## src/rtl/core_pkg.sv

```systemverilog
// Shared core types: the word and register-specifier widths used by the ID and WB stages.
package core_pkg;

  localparam int DATA_W = 32;
  localparam int ADDR_W = 4;

  typedef logic [ADDR_W-1:0] reg_idx_t;
  typedef logic [DATA_W-1:0] word_t;

endpackage

```

## src/rtl/register_file.sv

```systemverilog
// General-purpose register file: two combinational read ports with write-through
// bypass from WB, one synchronous write port, reset loads Ri = i.
module register_file #(
  parameter int DATA_W   = core_pkg::DATA_W,
  parameter int ADDR_W   = core_pkg::ADDR_W,
  parameter int NUM_REGS = 2**ADDR_W
) (
  input  logic              rst,
  input  logic              clk,
  input  logic [ADDR_W-1:0] src1,
  input  logic [ADDR_W-1:0] src2,
  output logic [DATA_W-1:0] reg1,
  output logic [DATA_W-1:0] reg2,
  input  logic              WB_EN,
  input  logic [ADDR_W-1:0] destWB,
  input  logic [DATA_W-1:0] valueWB
);

  import core_pkg::*;

  logic [DATA_W-1:0] regs [NUM_REGS];
  logic              byp_en;

  // Reset wins over a same-edge write, so the pending WB value is dropped.
  always_ff @(posedge clk) begin
    if (rst) begin
      for (int i = 0; i < NUM_REGS; i++) begin
        regs[i] <= DATA_W'(i);
      end
    end else if (WB_EN) begin
      regs[destWB] <= valueWB;
    end
  end

  function automatic logic [DATA_W-1:0] read_port(
    input logic [ADDR_W-1:0] src,
    input logic              bypass,
    input logic [ADDR_W-1:0] dst,
    input logic [DATA_W-1:0] wdata,
    input logic [DATA_W-1:0] stored
  );
    if (bypass && (src == dst)) begin
      return wdata;
    end
    return stored;
  endfunction

  // No bypass while in reset: readers see the array, not the discarded write.
  assign byp_en = WB_EN && !rst;

  assign reg1 = read_port(src1, byp_en, destWB, valueWB, regs[src1]);
  assign reg2 = read_port(src2, byp_en, destWB, valueWB, regs[src2]);

endmodule

```

## config.mk

```make
export PLATFORM = sky130hd
export DESIGN_NAME = register_file
export DESIGN_NICKNAME = d
export VERILOG_FILES = /design/src/rtl/core_pkg.sv /design/src/rtl/register_file.sv
export SDC_FILE = /design/constraint.sdc
export NUM_CORES = 1
export LEC_CHECK = 0
export CAP_MARGIN = 40
export CORE_ASPECT_RATIO = 1.2
export CORE_MARGIN = 3
export CORE_UTILIZATION = 62
export CTS_CLUSTER_DIAMETER = 100
export DETAILED_ROUTE_END_ITERATION = 8
export PLACE_DENSITY = 0.81
export SKIP_CTS_REPAIR_TIMING = 1
export SYNTH_ARGS = -nofsm -noshare
export SYNTH_HDL_FRONTEND = slang
export SYNTH_SLANG_ARGS = --single-unit
```

## constraint.sdc

```tcl
create_clock -name clk -period 2.5 [get_ports clk]
set_input_delay 0.25 -clock clk [delete_from_list [all_inputs] [get_ports clk]]
set_output_delay 0.25 -clock clk [all_outputs]
set_load 0.02 [all_outputs]
```

# After elaboration in Yosys (flattened, before gate mapping)
# Memories as Yosys holds them, arrays and structs flattened.
# Index checks and enable logic that the tools add are counted.
# Widths: inputs -> output; s select.
# word_totals
ff_bits	0
mem_bits_rw	512
in_bits	47
output_inout_bits	64
word_cells	22
memories	1
# op_classes
eq_ne	2
muxes	14
n_reduce_logical	5
# memory_table
name	depth	word_bits	read_ports	rd_clocked_by_memory_dff	wr	line_no	text
regs	16	32	2	0	16	register_file.sv:21	logic [DATA_W-1:0] regs [NUM_REGS];
# ops
op	n
$mux 32	5
$reduce_or 32->1	1
$eq 4x4->1	2
$mux 1	8
$mux 4	1
$logic_and 1x1->1	3
$logic_not 1->1	1

# Depth between registers and ports, before layout
# Gate-level depths: netlist of run 1.
# depth
ltp_word	5
mapped_depth	7
depth_no_buf	4

# Worst setup path before layout of run 1
# OpenSTA, ideal clock, no wires.
# synth_path
path_kind	input-to-output
startpoint	in src2[0]
endpoint	out reg2[10]
arrival_time_ps	1820
t_required_ps	2250
setup_slack_ps	430
cell_stages	6
n_path_buf	2
path_cell_list	buf_2 > buf_2 > mux4_2 > a22oi_1 > nand2_1 > mux2_2
# synth_between
elab_chain_len	4
word_cells_on_any_way	5
cone_classes	eq/ne: 1; mux: 2; reduce/logical: 1; memory: 1
# synth_rtl
item	line_no	text
start: declaration	register_file.sv:11	input logic [ADDR_W-1:0] src2,
parallel branches: the longest is 3 deep, another holds $mem_v2 16x32	n/a	
$mux 32 *	register_file.sv:45	return stored;
end: declaration	register_file.sv:13	output logic [DATA_W-1:0] reg2,
# Mark *: on every way between the ends.

==> results of run 1 <==
[per-stage QoR]
step	setup slack, ps	TNS, ps	total power, mW	instance area, sq um	instances
2_1_floorplan	430	0	12.1	27400	1773
3_3_place_gp	-585	-29280	13.5	31000	2466
3_5_place_dp	-478	-26310	13.6	31100	2468
4_1_cts	-591	-29310	20.8	32600	2557
5_1_grt	-192	-1470	21.5	33200	2562
6_report	-153	-670	21.0	33200	2564
[cells in the mapped netlist]
master,instances,area [sq um]
nand3_1,3,15.0
buf_6,9,101
o221a_2,1,11.3
nand3b_1,2,15.0
clkbuf_1,128,480
inv_1,2,7.51
xnor2_1,3,26.3
and2_0,2,12.5
nand2b_1,5,31.3
nor2b_1,5,31.3
nor3_1,5,25.0
nand4_1,1,6.26
buf_2,25,125
or3_1,28,175
nor2_1,14,52.6
buf_1,12,45.0
or2_2,16,100
a22oi_1,125,938
buf_4,6,45.0
mux2_4,1,15.0
and2_1,480,3000
mux4_2,258,5810
xor2_1,3,26.3
mux2_2,63,709
nand2_1,64,240
edfxtp_1,512,15400
[routing by layer]
layer | up-vias | track usage (%) | wire (um)
met3 | 370 | 8.44 | 10500
met2 | 1595 | 60.3 | 43400
met4 | 0 | 20.7 | 4940
met1 | 9351 | 44.7 | 26800
li1 | 7265 | - | -
met5 | - | 0 | 0
[area by class of cell]
class                           instances  share of cell area [%]
Clock buffer                           63                    4.10
Multi-Input combinational cell       1079                    35.9
Tap cell                              552                    2.08
Clock inverter                         26                   0.527
Sequential cell                       512                    46.3
Antenna cell                            2                  0.0151
Inverter                                2                  0.0226
Timing Repair Buffer                  328                    11.1
[cells by family after synthesis]
logic type	synth area share, %
AOI/OAI and AO/OA	3.46
DFF	56.1
and+or+nand+nor	13.5
xor gates and xnor gates	0.192
muxes	23.8
buffers and inverters	2.93
[power groups by stage]
stage	clock (mW)	combinational [mW]	sequential [mW]
floorplan	0	1.82	10.3
global placement	0	3.17	10.3
detailed placement	0	3.23	10.4
CTS	7.32	3.26	10.2
global route	7.62	3.59	10.3
finish	7.32	3.48	10.2
[worst max-delay path by stage]
stage	from	end	slack, ps	cells after the start
2_1_floorplan	src2[0]	reg2[10]	430	6
3_3_place_gp	src2[2]	reg2[20]	-580	7
3_5_place_dp	src2[2]	reg2[26]	-480	8
4_1_cts	regs[11][30]	reg2[30]	-590	4
5_1_grt	regs[15][30]	reg2[30]	-190	4
6_report	regs[11][30]	reg2[30]	-150	4
==> impl_metrics.csv, run 1 <==
group,metric,value,unit
synth,syn_inst,1773,
die,die_w,198,um
drt,wire_per_inst,33.4,um
power_and_ir_drop,p_leak,11.9,nW
final_layout,drive_gt1_share,40.1,%
final_layout,nNetsFinal,2022,
drt,drt-total-wl,85.6,mm
final_layout,syn2layout_area_growth,21.2,%
final_layout,final_cell_mix,"edfxtp_1 (512), and2_1 (482), mux4_2 (258), buf_4 (140), a22oi_2 (90)",
timing,setup-violations-final,12,
synth,ys_seq_area_share,56.1,%
synth,ys_types,26,
hold_path,holdPathStages,2,
power_and_ir_drop,powerDensity,633,mW/mm^2
timing,tightest_slew,731,ps
clocking,cts_made_buffers,52,
timing,max_slew_margin,51.1,%
drt,drt_pass1_iterations,5,
final_layout,top_register,"regs",
placement,post-dp-hpwl,52.4,mm
drt,via_per_inst,7.25,
final_layout,multiInputGateArea,0.0119,sq mm
placement,port_buffers,110,
final_layout,reg.largest.list,"regs (512)",
hold_path,min_from,"valueWB[29]",
die,start_util,63.5,%
power_and_ir_drop,p_int,15.7,mW
setup_path,crit_path_max_fanout,2,
setup_path,slowest_delay,500,ps
setup_path,arrival,2400,ps
setup_path,end_kind,"output port",
timing,fmax,377,MHz
final_layout,fin_util,76.9,%
power_and_ir_drop,ir_drop,0.607,mV
setup_path,cp_slowest_cell,"mux4_2",
setup_path,cp_num_buf_inv,1,
synth,yosysWarnings,0,
setup_path,crit_chain,"mux4_2 -> mux4_2 -> mux2_4 -> buf_6",
timing,fin_crit,2650,ps
final_layout,fillCellCount,2409,
final_layout,final_common_cell,"edfxtp_1",
final_layout,largest_register_ffs,512,
synth,syn_area,0.0274,sq mm
setup_path,crit_top_cell,"mux4_2",
die,placementRows,83,
global_routing,antenna_found_initial,3,
drt,first_iter_violations,2428,
global_routing,grt_pass1_wl,124,mm
setup_path,worstPathRequired,2250,ps
die,pin_count,111,
timing,rsz0062_at_grt,"true",
drt,drc,0,
drt,final_antenna_net_count,0,
global_routing,grt_pass1_vias,19800,
power_and_ir_drop,pwr-share-clk,34.8,%
power_and_ir_drop,swShare,25.2,%
placement,place.gp.congestion,0.857,
final_layout,regArea,0.0154,sq mm
synth,avgSynthCellArea,15.5,sq um
timing,finalHoldViolations,0,
die,die_area,0.0468,sq mm
timing,maxSlewViolCount,0,
run,cap_violations,0,
power_and_ir_drop,power.switching,5.30,mW
synth,ys_seq_elements,512,
timing,whs,423,ps
setup_path,crit_family,"multiplexers",
timing,fin_ws,-153,ps
setup_path,start_kind,"flop",
timing,min_period_over_period,106,%
setup_path,critPathKind,"reg2out",
clocking,h-tree-depth,2,
synth,syn-num-nets,1820,
clocking,root_buffer,"clkbuf_16",
clocking,clkSlewWorstSetupHoldPaths,60,ps
outcome,violations,"negative setup slack",
outcome,status,"finished with violations",
die,die_h,236,um
clocking,cts_buffer_depth,3,
global_routing,grt.total_usage,36.6,%
clocking,clock_sinks,512,
hold_path,min_to,"regs[0][29]",
power_and_ir_drop,seq_power_share,48.7,%
global_routing,grt_max_degree,33,
drt,vias,18600,
hold_path,hp-class,"in2reg",
global_routing,grt-ovfl-total,0,
die,core-area,0.0432,sq mm
power_and_ir_drop,combPwrFrac,16.5,%
clocking,cts_tree,"done",
No activity file was read; power rests on OpenSTA's default activity.
==> inputs of run 2 (changes only) <==
- RECOVER_POWER: not set -> 25
- SKIP_CTS_REPAIR_TIMING: 1 -> not set
==> impl_metrics.csv, run 2 (same netlist as run 1, synthesis figures left out) <==
group,metric,value,unit
outcome,status,"finished with violations",
outcome,violations,"negative setup slack",
final_layout,final_cell_mix,"edfxtp_1 (512), and2_1 (435), mux4_2 (258), buf_4 (126), a22oi_2 (98)",
drt,wire_per_inst,33.0,um
timing,fin_ws,-138,ps
timing,min_period_over_period,106,%
global_routing,grt_use_met3,8.19,%
power_and_ir_drop,p_leak,11.8,nW
final_layout,largest_register_ffs,512,
clocking,clkSlewWorstSetupHoldPaths,60,ps
clocking,clock_sinks,512,
setup_path,cp_num_buf_inv,1,
power_and_ir_drop,power,21.0,mW
die,die_h,236,um
final_layout,multiInputGateArea,0.0119,sq mm
setup_path,crit_path_max_fanout,2,
setup_path,start_kind,"flop",
clocking,h-tree-depth,2,
global_routing,grt_max_degree,33,
die,die_w,198,um
die,die_area,0.0468,sq mm
global_routing,grt_pass1_wl,124,mm
timing,fin_crit,2640,ps
hold_path,min_to,"regs[0][29]",
drt,drt_pass1_iterations,7,
global_routing,grt_util_met2,60.7,%
final_layout,reg.largest.list,"regs (512)",
die,placementRows,83,
setup_path,end_kind,"output port",
clocking,hold_buffers,0,
hold_path,hp-class,"in2reg",
placement,place.gp.congestion,0.857,
final_layout,drive_gt1_share,39.8,%
global_routing,grt.total_usage,36.8,%
global_routing,busiest_layer,"met2",
final_layout,final_common_cell,"edfxtp_1",
clocking,root_buffer,"clkbuf_16",
drt,drc,0,
die,pin_count,111,
power_and_ir_drop,powerDensity,634,mW/mm^2
die,start_util,63.5,%
timing,whs,430,ps
setup_path,crit_top_cell,"mux4_2",
placement,port_buffers,110,
setup_path,arrival,2390,ps
placement,placed_area,0.0311,sq mm
timing,rsz0062_at_grt,"true",
setup_path,slowest_delay,500,ps
global_routing,antenna_found_initial,1,
run,cap_violations,0,
drt,first_iter_violations,2497,
global_routing,grt_pass1_vias,19900,
timing,fmax,379,MHz
final_layout,top_register,"regs",
placement,place_ws,-478,ps
timing,tightest_slew,1080,ps
global_routing,grt-ovfl-total,0,
hold_path,min_from,"valueWB[29]",
final_layout,antenna_cells,0,
clocking,cts_made_buffers,52,
setup_path,critPathKind,"reg2out",
clocking,cts_buffer_depth,3,
timing,setup-violations-final,15,
final_layout,syn2layout_area_growth,20.6,%
setup_path,worstPathRequired,2250,ps
final_layout,fillCellCount,2430,
clocking,cts_tree,"done",
placement,post-dp-hpwl,52.4,mm
die,core-area,0.0432,sq mm
drt,final_antenna_net_count,0,
setup_path,cp_slowest_cell,"mux4_2",
final_layout,final_cells,2568,
final_layout,final_cell_area,0.0331,sq mm
power_and_ir_drop,ir_drop,0.613,mV
setup_path,crit_chain,"mux4_2 -> mux4_2 -> mux2_4 -> buf_6",
drt,drt-total-wl,84.8,mm
setup_path,crit_family,"multiplexers",
timing,finalHoldViolations,0,
timing,max_slew_margin,27.8,%
placement,dp.cells,2468,
drt,vias,18500,
drt,via_per_inst,7.21,
hold_path,holdPathStages,2,
final_layout,regArea,0.0154,sq mm
final_layout,nNetsFinal,2028,
global_routing,met1_usage,45.1,%
timing,maxSlewViolCount,0,
==> run 2: changes by cell type in the layout (fill, tap and decap cells not counted), moves of 3 or more <==
| cell | delta |
|---|---|
| nor2_2 | -6 |
| a22oi_1 | -8 |
| and2_1 | -47 |
| clkbuf_1 | +12 |
| clkbuf_4 | +5 |
| and2_0 | +46 |
| nor2_1 | +6 |
| a22oi_2 | +8 |
| buf_4 | -14 |
| clkbuf_2 | -3 |
| buf_12 | -8 |
| buf_2 | +16 |
| dlymetal6s2s_1 | -5 |
==> run 2: worst max-delay path by stage <==
stage	depth (start not counted)	endpoint	slack, ps	from
floorplan	6	reg2[10]	430	src2[0]
global placement	7	reg2[20]	-580	src2[2]
detailed placement	8	reg2[26]	-480	src2[2]
CTS	4	reg2[30]	-160	regs[11][30]
global route	4	reg2[30]	-190	regs[15][30]
finish	4	reg1[30]	-140	regs[11][30]
==> run 2: timing repair <==
action / in CTS / in global routing
setup endpoints to repair: 64 / 62
pin swaps: 54 / 45
gates resized for setup: 381 / 93
setup buffers: 10 / 2
==> run 2: metrics by stage <==
step | util (%) | setup TNS [ps]
6_report | 76.6 | -796
5_1_grt | 76.6 | -3420
4_1_cts | 76.2 | -939
3_5_place_dp | 71.9 | -26310
3_3_place_gp | 71.8 | -29280
2_1_floorplan | - | 0
==> run 2: cell type report <==
class	instances	share of cell area [%]
clock inverters	26	0.529
clock buffers	63	4.12
well taps	552	2.09
inverters	2	0.0227
flip-flops and latches	512	46.5
multi-input cells	1079	36.1
repair buffers	334	10.7
==> run 2: metal layers <==
metal	part of all wire (%)	wire, um
met1	32	26800
met2	50	42500
met3	12	10100
met4	6.3	5360
met5	0	0
==> run 2: power breakdown <==
| part | internal (mW) | switching (mW) | leakage (nW) |
|---|---|---|---|
| clock | 4.05 | 3.25 | 0.751 |
| combinational | 1.70 | 1.75 | 6.10 |
| sequential | 9.95 | 0.279 | 4.90 |
